File: config.mk
export PLATFORM = sky130hd
export DESIGN_NAME = vm1_psw
export DESIGN_NICKNAME = d
export VERILOG_FILES = /design/src/rtl/vm1_pkg.sv /design/src/rtl/vm1_brcond.sv /design/src/rtl/vm1_psw.sv
export SDC_FILE = /design/constraint.sdc
export NUM_CORES = 1
export LEC_CHECK = 0
export ABC_AREA = 1
export CORE_MARGIN = 2
export CORE_UTILIZATION = 35
export CTS_CLUSTER_SIZE = 8
export DETAILED_ROUTE_END_ITERATION = 7
export PLACE_DENSITY = 0.8
export SLEW_MARGIN = 15
export SYNTH_ARGS = -nofsm -noshare
export SYNTH_HDL_FRONTEND = slang
export SYNTH_SLANG_ARGS = --single-unit
File: constraint.sdc
create_clock -name clk -period 1.17 [get_ports clk]
set_input_delay 0.234 -clock clk [delete_from_list [all_inputs] [get_ports clk]]
set_output_delay 0.234 -clock clk [all_outputs]
set_load 0.01 [all_outputs]
File: src/rtl/vm1_pkg.sv
// =====================================================================
// Module   : vm1_pkg
// Brief    : Shared PSW bit indices, branch encodings, trace FSM states
// Revision : 1.0 - initial release
// =====================================================================
`default_nettype none

package vm1_pkg;

   localparam int c_psw_c    = 0;
   localparam int c_psw_v    = 1;
   localparam int c_psw_z    = 2;
   localparam int c_psw_n    = 3;
   localparam int c_psw_t    = 4;
   localparam int c_psw_p_lo = 5;
   localparam int c_psw_p_hi = 7;

   // br_sel = {instr[15], instr[10:8]}
   localparam logic [3:0] c_br_never  = 4'b0000;
   localparam logic [3:0] c_br_always = 4'b0001;
   localparam logic [3:0] c_br_bne    = 4'b0010;
   localparam logic [3:0] c_br_beq    = 4'b0011;
   localparam logic [3:0] c_br_bge    = 4'b0100;
   localparam logic [3:0] c_br_blt    = 4'b0101;
   localparam logic [3:0] c_br_bgt    = 4'b0110;
   localparam logic [3:0] c_br_ble    = 4'b0111;
   localparam logic [3:0] c_br_bpl    = 4'b1000;
   localparam logic [3:0] c_br_bmi    = 4'b1001;
   localparam logic [3:0] c_br_bhi    = 4'b1010;
   localparam logic [3:0] c_br_blos   = 4'b1011;
   localparam logic [3:0] c_br_bvc    = 4'b1100;
   localparam logic [3:0] c_br_bvs    = 4'b1101;
   localparam logic [3:0] c_br_bcc    = 4'b1110;
   localparam logic [3:0] c_br_bcs    = 4'b1111;

   typedef enum logic [1:0] {
      TR_IDLE  = 2'd0,
      TR_ARMED = 2'd1,
      TR_PEND  = 2'd2
   } trace_state_t;

endpackage

`default_nettype wire

File: src/rtl/vm1_brcond.sv
// =====================================================================
// Module   : vm1_brcond
// Brief    : Combinational branch condition decode from br_sel and NZVC
// Revision : 1.0 - initial release
// =====================================================================
`default_nettype none

module vm1_brcond
   import vm1_pkg::*;
(
   input  logic [3:0] br_sel,
   input  logic [3:0] nzvc,
   output logic       br_taken
);

   logic w_n, w_z, w_v, w_c;

   assign w_n = nzvc[c_psw_n];
   assign w_z = nzvc[c_psw_z];
   assign w_v = nzvc[c_psw_v];
   assign w_c = nzvc[c_psw_c];

   always_comb begin
      br_taken = 1'b0;
      case (br_sel)
         c_br_never  : br_taken = 1'b0;
         c_br_always : br_taken = 1'b1;
         c_br_bne    : br_taken = ~w_z;
         c_br_beq    : br_taken = w_z;
         c_br_bge    : br_taken = ~(w_n ^ w_v);
         c_br_blt    : br_taken = w_n ^ w_v;
         c_br_bgt    : br_taken = ~(w_z | (w_n ^ w_v));
         c_br_ble    : br_taken = w_z | (w_n ^ w_v);
         c_br_bpl    : br_taken = ~w_n;
         c_br_bmi    : br_taken = w_n;
         c_br_bhi    : br_taken = ~(w_c | w_z);
         c_br_blos   : br_taken = w_c | w_z;
         c_br_bvc    : br_taken = ~w_v;
         c_br_bvs    : br_taken = w_v;
         c_br_bcc    : br_taken = ~w_c;
         c_br_bcs    : br_taken = w_c;
      endcase
   end

endmodule

`default_nettype wire

File: src/rtl/vm1_psw.sv
// =====================================================================
// Module   : vm1_psw
// Brief    : 1801VM1 PSW: flag merge, branch eval, trace trap, IRQ qualify.
//            Define VM1_IRQ_PRIO_EN for level-compared interrupt priority.
// Revision : 1.0 - initial release
// =====================================================================
`default_nettype none

module vm1_psw
   import vm1_pkg::*;
#(
   parameter logic [15:0] RESET_PSW = 16'h00E0
)
(
   input  logic        clk,
   input  logic        reset,
   input  logic        ce,
   input  logic        alu_we,
   input  logic [3:0]  alu_flags,
   input  logic [3:0]  alu_ccmask,
   input  logic        cc_we,
   input  logic        cc_set,
   input  logic [3:0]  cc_bits,
   input  logic        mtps_we,
   input  logic        psw_we,
   input  logic [15:0] psw_in,
   input  logic        rtt,
   input  logic        instr_done,
   input  logic        trace_ack,
   input  logic [3:0]  br_sel,
   input  logic        irq_pending,
   input  logic [2:0]  irq_level,
   output logic [15:0] psw,
   output logic        ni,
   output logic        ci,
   output logic        br_taken,
   output logic        trace_req,
   output logic        irq_req
);

   logic [7:0]   r_psw;
   logic [7:0]   w_psw_next;
   trace_state_t r_state;
   trace_state_t w_state_next;
   logic         r_t_new;
   logic         w_t_new_next;

   // Strobe priority: full load > MTPS > SCC/CCC > ALU
   always_comb begin
      w_psw_next = r_psw;
      if (psw_we) begin
         w_psw_next = psw_in[7:0];
      end else if (mtps_we) begin
         w_psw_next = {psw_in[c_psw_p_hi:c_psw_p_lo], r_psw[c_psw_t], psw_in[3:0]};
      end else if (cc_we) begin
         w_psw_next[3:0] = cc_set ? (r_psw[3:0] | cc_bits) : (r_psw[3:0] & ~cc_bits);
      end else if (alu_we) begin
         w_psw_next[3:0] = (r_psw[3:0] & ~alu_ccmask) | (alu_flags & alu_ccmask);
      end
   end

   // t_new marks a T=1 load by RTI/vector, which traps after one instruction
   always_comb begin
      w_t_new_next = r_t_new;
      if (instr_done) begin
         w_t_new_next = 1'b0;
      end else if (psw_we && psw_in[c_psw_t] && !rtt) begin
         w_t_new_next = 1'b1;
      end
   end

   always_comb begin
      w_state_next = r_state;
      if (r_state == TR_PEND) begin
         if (trace_ack) begin
            w_state_next = TR_IDLE;
         end
      end else if (instr_done) begin
         if (r_state == TR_ARMED) begin
            w_state_next = TR_PEND;
         end else if (r_psw[c_psw_t] && r_t_new) begin
            w_state_next = TR_PEND;
         end else if (r_psw[c_psw_t]) begin
            w_state_next = TR_ARMED;
         end else begin
            w_state_next = TR_IDLE;
         end
      end
   end

   always_ff @(posedge clk) begin
      if (reset) begin
         r_psw   <= RESET_PSW[7:0];
         r_state <= TR_IDLE;
         r_t_new <= 1'b0;
      end else if (ce) begin
         r_psw   <= w_psw_next;
         r_state <= w_state_next;
         r_t_new <= w_t_new_next;
      end
   end

   vm1_brcond u_brcond (
      .br_sel   (br_sel),
      .nzvc     (r_psw[3:0]),
      .br_taken (br_taken)
   );

   assign psw       = {8'h00, r_psw};
   assign ni        = r_psw[c_psw_n];
   assign ci        = r_psw[c_psw_c];
   assign trace_req = (r_state == TR_PEND);

`ifdef VM1_IRQ_PRIO_EN
   assign irq_req = irq_pending & (irq_level > r_psw[c_psw_p_hi:c_psw_p_lo]);
   logic w_unused;
   assign w_unused = ^psw_in[15:8];
`else
   assign irq_req = irq_pending & ~r_psw[c_psw_p_hi];
   logic w_unused;
   assign w_unused = ^{psw_in[15:8], irq_level};
`endif

endmodule

`default_nettype wire

== After elaboration in Yosys (flattened, before gate mapping) ==
Index checks and enable logic that the tools add are counted.
Cells by class
  bitwise gates (word level): 19
  eq/ne operators: 18
  reductions and logical operators: 14
  mux-type cells: 15
Operators by type and width (count)
  $eq A4 B4 Y1 const B: 8
  $mux W4: 5
  $eq A4 B3 Y1 const B: 4
  $pmux W1 S16: 1
  $and A4 B4 Y4: 3
  $mux W2: 5
  $eq A4 B2 Y1 const B: 2
  $mux W8: 1
  $not A1 Y1: 8
  $not A4 Y4: 2
  $or A4 B4 Y4: 2
  $reduce_and A2 Y1: 4
  $reduce_bool A2 Y1: 3
  $eq A4 B1 Y1 const B: 1
  $logic_not A4 Y1: 1
  $reduce_bool A4 Y1: 1
  $logic_and A1 B1 Y1: 3
  $mux W1: 3
  $reduce_and A3 Y1: 1
  $eq A2 B1 Y1 const B: 1
  $eq A2 B2 Y1 const B: 1
  $ne A2 B2 Y1 const B: 1
  $or A1 B1 Y1: 2
  $and A1 B1 Y1: 1
  2 further kinds: 2
Word-level totals
  register bits: 11
  input port bits: 47
  output and inout bits: 21

== Longest topological paths before layout ==
Gate-level depths: netlist (run 1).
  depth after elaboration: 7
  mapped depth: 9
  depth with buffers taken out: 9

== Cells and area by module ==
A second synthesis (run 1) with hierarchy kept.
Second synthesis, totals
  cell total of the unflattened synthesis: 165
  area total of the unflattened synthesis: 934.6 µm²
Modules (own cells, without submodules)
  vm1_psw: cells each 121, instances 1, area an instance 755.7 µm²
  vm1_brcond: cells each 44, instances 1, area an instance 178.9 µm²

== Least setup slack after synthesis (run 1) ==
Ideal clock, no wire load.
  kind: register to output
  start: reg (tool-made name)
  end: out br_taken
  buffers on the path: 0
  arrival: 0.975 ns
  stages on the path, launching flop included: 8
  slack: -0.039 ns
  required time: 0.936 ns
  cell sequence: dfxtp_1 inv_1 nand2_1 nand2_1 o21ai_0 nor2_1 nor2_1 nand2_1
RTL lines
  end: declaration: line vm1_psw.sv:36  | output logic br_taken,

==> flow_summary.json, run 1 <==
{
  "synthTopCellsByArea": "dfxtp_1, nand2_1, nand3_1",
  "outcome": "finished, violations left",
  "cts.path.max_buffers": 2,
  "ctsHoldBuffers": 0,
  "synth_edf_count": 0,
  "crit_chain": "inv_2 -> nand2_2 -> nand2_2 -> nand2_2 -> nor2_1 -> nor2_1 -> nor2_1 -> nand2_1 -> buf_2",
  "rows": 19,
  "synth-seq-cells": 11,
  "yosysMostFrequentCell": "nand2_1",
  "report.final.slew_viol_count": 0,
  "num_io_pins": 68,
  "numCtsBuffers": 3,
  "gr-usage-all-layers_pct": 15.4,
  "drt-pass1-iter-count": 4,
  "drc": 0,
  "post-route-util_pct": 60.8,
  "core_area_sq_mm": 0.00271,
  "synth.top_cell.area_share_pct": 22.3,
  "netlist_area_sq_um": 988,
  "cts_sinks": 11,
  "max_freq_ghz": 0.680,
  "finalCritPeriodShare_pct": 126,
  "slowest_stage": "dfxtp_4",
  "rsz0062_at_grt": "true",
  "drive_above_1_share_pct": 31.5,
  "dpl_worst_slack_ns": -0.914,
  "ir_drop_mv": 0.411,
  "vias_per_cell": 4.35,
  "place.gp.congestion": 0.756,
  "area_growth_pct": 66.8,
  "port_buffers": 48,
  "fin_cells": 272,
  "initial_utilization_pct": 36.5,
  "stdcell_area_sq_mm": 0.00165,
  "synth_top_family_by_area": "simple AND/OR/NAND/NOR gates",
  "fin_ws_ns": -0.300,
  "pwr_density_cell_mw_per_mm2": 731,
  "die_h_um": 57.1,
  "hp-class": "in -> reg",
  "antennaDiodeCount": 0,
  "crit_type": "reg -> out",
  "dp_cells": 263,
  "yosysSeqAreaShare_pct": 22.3,
  "grt_pass1_vias": 1057,
  "grt_pass1_wl_mm": 4.08,
  "cts_tree": "yes",
  "routed_wl_mm": 2.43,
  "synth-simple-area-share_pct": 47.2,
  "ant_nets": 0,
  "avgRoutedWirePerCell_um": 8.92,
  "slowest_delay_ns": 0.36,
  "synth-compound-area-share_pct": 10.6,
  "muxShareOfSynthArea_pct": 0,
  "endpoint_kind": "primary output",
  "chipWidth_um": 57.1,
  "route.vias.total": 1182,
  "antenna_found_initial": 0,
  "synth_xor_area_share_pct": 0,
  "synth_ff_type": "dfxtp_1",
  "cap_violations": 0,
  "dp_hpwl_mm": 1.94,
  "yosys.area_share.adder_pct": 0,
  "crit_path_start_kind": "register",
  "finClkSkew_ns": 0.0152,
  "synthCells": 169,
  "path_clk_slew_ns": 0.08,
  "path_buf_inv": 2,
  "grt.overflow.total": 0,
  "grt_start_max_net_pins": 9,
  "power.leakage_nw": 0.867,
  "htreeDepth": 1,
  "finalNetCount": 289,
  "setup_violations": 3,
  "worst-path-max-fanout": 5,
  "drtIter0Drc": 25,
  "async_reset_ff_share_pct": 0,
  "yosysTopAreaCell": "dfxtp_1",
  "placed_area_sq_mm": 0.00159,
  "clockRootBuffer": "clkbuf_4",
  "min_period_ns": 1.47,
  "die_area_sq_mm": 0.00326,
  "hold_viol_final": 0,
  "crit_family": "simple AND/OR/NAND/NOR gates",
  "synth.distinct_cells": 20,
  "arrival_ns": 1.24,
  "synth_common_cells": "nand2_1, inv_1, nand3_1, nor2_1, dfxtp_1",
  "syn_avg_cell_area_sq_um": 5.85,
  "clk_latency_ns": 0.27,
  "synth_warnings": 0,
  "cp.required_ns": 0.94,
  "failed_checks": "setup timing",
  "hold-worst-slack_ns": 0.347
}
## repair_timing
action	CTS	global route
buffers inserted	4	2
pin swaps	8	11
setup endpoints to repair	17	9
hold endpoints to repair	0	0
gates resized for setup	60	25
## tightest hold or removal path, delay by kind of cell
kind / cells / cell delay (ns)
buf+inv: 1 / 0.16
compound gates: 1 / 0.07
simple gates: 1 / 0.12
## stage by stage
| stage | TNS, ns | power [mW] |
|---|---|---|
| 2_1_floorplan | 0 | 0.680 |
| 4_1_cts | -0.369 | 1.20 |
| 3_5_place_dp | -4.55 | 0.942 |
| 3_3_place_gp | -4.29 | 0.936 |
| 5_1_grt | -0.540 | 1.30 |
| 6_report | -0.361 | 1.21 |
## placed cells by master (no fill, tap or decap), drive strengths merged
cell           netlist  routed
a21oi                6       6
nor2                26      26
inv                 24      24
or2                  2       2
buf                 13      35
dfxtp               11      11
o21ai               12      12
nand3               23      23
nand2               51      51
conb                 1       8
clkdlybuf4s15        0       1
clkbuf               0       6
dlygate4sd2          0       6
dlymetal6s2s         0       3
clkdlybuf4s50        0      27
## final timing paths
kind	from	end	slack, ns	cells past startpoint
setup / recovery	register	br_taken	-0.30	9
hold / removal	ce	r_psw[4]	0.35	3
setup reg to reg	r_state[1]	r_state[0]	0.11	8
hold reg to reg	r_psw[6]	r_psw[6]	0.46	2
## metal layers
metal,routed length (um),GRT usage (%),vias up
li1,-,-,647
met1,1050,18.3,495
met2,1220,27.9,38
met3,135,1.13,2
met4,23,6.98,0
met5,0,0,-
## area by class of cell
cell class                 count  area [sq um]
multi-input combinational    128           618
fill                         277          1060
clock buffer                   4          26.3
timing repair buffer          74           642
tap                           31          38.8
sequential                    11           234
inverter                      24          90.1
## cells by family (layout without fill, tap and decap cells)
logic type	count (synthesis)	in the layout
flops	11	11
simple gates	102	102
compound gates	18	18
other cells	1	8
buf+inv	37	102
## power breakdown
group          internal (mW)  leakage [nW]  switching [mW]  total (mW)
clock network          0.132        0.0150           0.133       0.265
logic                  0.282         0.759           0.230       0.512
registers              0.404        0.0932          0.0249       0.429
total                  0.818         0.867           0.388        1.21
Note: power is estimated with default switching activity, not from simulation.
==> run 2, diff against run 1 <==
--- a/config.mk
+++ b/config.mk
@@ -8,8 +8,10 @@
 export ABC_AREA = 1
 export CORE_MARGIN = 2
 export CORE_UTILIZATION = 35
+export CTS_BUF_LIST = sky130_fd_sc_hd__clkbuf_16
 export CTS_CLUSTER_SIZE = 8
 export DETAILED_ROUTE_END_ITERATION = 7
+export GPL_ROUTABILITY_DRIVEN = 0
 export PLACE_DENSITY = 0.8
 export SLEW_MARGIN = 15
 export SYNTH_ARGS = -nofsm -noshare
==> run 2 against run 1 <==
  * The flow still finishes with violations (setup timing)
  * Critical path type unchanged
  * Combinational power rose by 2%
  * Non-clock buffer count unchanged
  * First-iteration DRC count down 20%
==> flow_summary.json, run 2 (same netlist as run 1, synthesis figures left out) <==
{
  "outcome": "finished, violations left",
  "failed_checks": "setup timing",
  "min_period_ns": 1.44,
  "core_area_sq_mm": 0.00271,
  "num_io_pins": 68,
  "fin_cells": 272,
  "worst-path-max-fanout": 5,
  "grt_pass1_vias": 1093,
  "ctsHoldBuffers": 0,
  "hp-class": "in -> reg",
  "drc": 0,
  "hold-path-cell-count": 3,
  "ant_nets": 0,
  "chipWidth_um": 57.1,
  "drt-pass1-iter-count": 4,
  "dp_cells": 263,
  "cts_sinks": 11,
  "routed_wl_mm": 2.48,
  "hold-worst-slack_ns": 0.395,
  "r2r_cells": 9,
  "clockRootBuffer": "clkbuf_16",
  "numCtsBuffers": 3,
  "finalCritPeriodShare_pct": 123,
  "use_met3_pct": 1.81,
  "die_h_um": 57.1,
  "dp_hpwl_mm": 1.94,
  "die_area_sq_mm": 0.00326,
  "grtUsageMet2_pct": 28.7,
  "endpoint_kind": "primary output",
  "placed_area_sq_mm": 0.00159,
  "met1_usage_pct": 17.9,
  "stdcell_area_sq_mm": 0.00173,
  "grt_pass1_wl_mm": 4.15,
  "grt_start_max_net_pins": 9,
  "initial_utilization_pct": 36.5,
  "drtIter0Drc": 20,
  "cap_violations": 0,
  "hold_viol_final": 0,
  "drive_above_1_share_pct": 30.3,
  "fillers": 258,
  "route.vias.total": 1203,
  "max_freq_ghz": 0.697,
  "antenna_found_initial": 0,
  "rows": 19,
  "final_common_cell": "nand2_1",
  "path_clk_slew_ns": 0.04,
  "vias_per_cell": 4.42,
  "clk_latency_ns": 0.24,
  "pwr_density_cell_mw_per_mm2": 907,
  "htreeDepth": 1,
  "setup_violations": 1,
  "grt.overflow.total": 0,
  "gr-usage-all-layers_pct": 15.5,
  "avgRoutedWirePerCell_um": 9.11,
  "dpl_worst_slack_ns": -0.914,
  "slowest_stage": "dfxtp_4",
  "cts.path.max_buffers": 2,
  "finClkSkew_ns": 0.00534,
  "path_buf_inv": 2,
  "cts_tree": "yes",
  "cp.required_ns": 0.94,
  "crit_chain": "inv_2 -> nand2_2 -> nand2_2 -> nand2_2 -> nor2_1 -> nor2_1 -> nor2_1 -> nand2_1 -> buf_2",
  "power.leakage_nw": 0.894,
  "ir_drop_mv": 0.535,
  "fin_ws_ns": -0.265,
  "arrival_ns": 1.20,
  "finalNetCount": 289,
  "area_growth_pct": 74.6,
  "report.final.slew_viol_count": 0,
  "critical_path_cell_count": 9,
  "crit_type": "reg -> out",
  "antennaDiodeCount": 0,
  "rsz0062_at_grt": "true",
  "slowest_delay_ns": 0.35,
  "port_buffers": 48,
  "layout_common_cells": "nand2_1, clkdlybuf4s50_1, nand3_1, buf_4",
  "crit_family": "simple AND/OR/NAND/NOR gates",
  "grt.busiest_layer": "met2",
  "crit_path_start_kind": "register"
}
[run 2: cell count changes in the layout (fill, tap and decap cells not counted), moves of 2 or more]
cell,previous run,this run
inv_1,17,19
clkbuf_16,0,3
dfxtp_1,4,6
buf_2,8,5
dfxtp_2,5,3
clkbuf_4,3,0
dlygate4sd2_1,6,9
[run 2: stage by stage]
step           TNS (ns)  util (%)  power [mW]
2_1_floorplan         0         -       0.680
5_1_grt          -0.382      63.7        1.67
6_report         -0.265      63.7        1.57
3_5_place_dp      -4.55      58.7       0.942
4_1_cts          -0.277      63.3        1.56
3_3_place_gp      -4.29      58.7       0.936
[run 2: cell type report]
class	count	area [sq um]	area share (%)
clock buffer	3	75.1	4.35
timing repair buffer	74	666	38.6
tap	31	38.8	2.25
multi-input combinational	128	621	36.0
inverter	24	90.1	5.22
sequential	11	231	13.4
clock inverter	1	3.75	0.218
[run 2: worst reg2reg max path, stage by stage (launching register included)]
cell and delay (ns):
dfxtp_2 0.31, inv_1 0.06, nand2_2 0.05, buf_4 0.13, nand2_1 0.05, o21ai_1 0.06
nand2_1 0.10, inv_1 0.06, nor2_1 0.10, nor2_1 0.05
[run 2: path summary, 6_finish.rpt]
path | start | endpoint | slack (ns)
worst min-delay path | ce | r_psw[4] | 0.40
worst max register to register | r_state[0] | r_state[0] | 0.09
worst min register to register | r_psw[6] | r_psw[6] | 0.45
worst max-delay path | register | br_taken | -0.27
[run 2: per-layer routing]
layer,part of all wire (%),wire [um],vias up
li1,-,-,648
met1,42,1040,509
met2,51,1260,44
met3,6.0,149,2
met4,0.93,23,0
met5,0,0,-
[run 2: repair_timing]
action	in CTS	in global routing
pin swaps	11	11
buffers inserted	5	2
endpoints found under the setup margin	19	16
gates resized for setup	56	26
hold endpoints to repair	0	0
cloned	0	0
[run 2: report_power, final]
group | internal (mW) | total, mW | switching, mW
Clock | 0.448 | 0.613 | 0.164
Combinational | 0.289 | 0.522 | 0.234
Sequential | 0.405 | 0.430 | 0.0252
==> run 3, diff against run 2 <==
--- a/config.mk
+++ b/config.mk
@@ -8,12 +8,10 @@
 export ABC_AREA = 1
 export CORE_MARGIN = 2
 export CORE_UTILIZATION = 35
-export CTS_BUF_LIST = sky130_fd_sc_hd__clkbuf_16
 export CTS_CLUSTER_SIZE = 8
 export DETAILED_ROUTE_END_ITERATION = 7
 export GPL_ROUTABILITY_DRIVEN = 0
 export PLACE_DENSITY = 0.8
-export SLEW_MARGIN = 15
 export SYNTH_ARGS = -nofsm -noshare
 export SYNTH_HDL_FRONTEND = slang
 export SYNTH_SLANG_ARGS = --single-unit
==> results of run 3 <==
Final layout, timing and power as in run 1 (identical DEF).
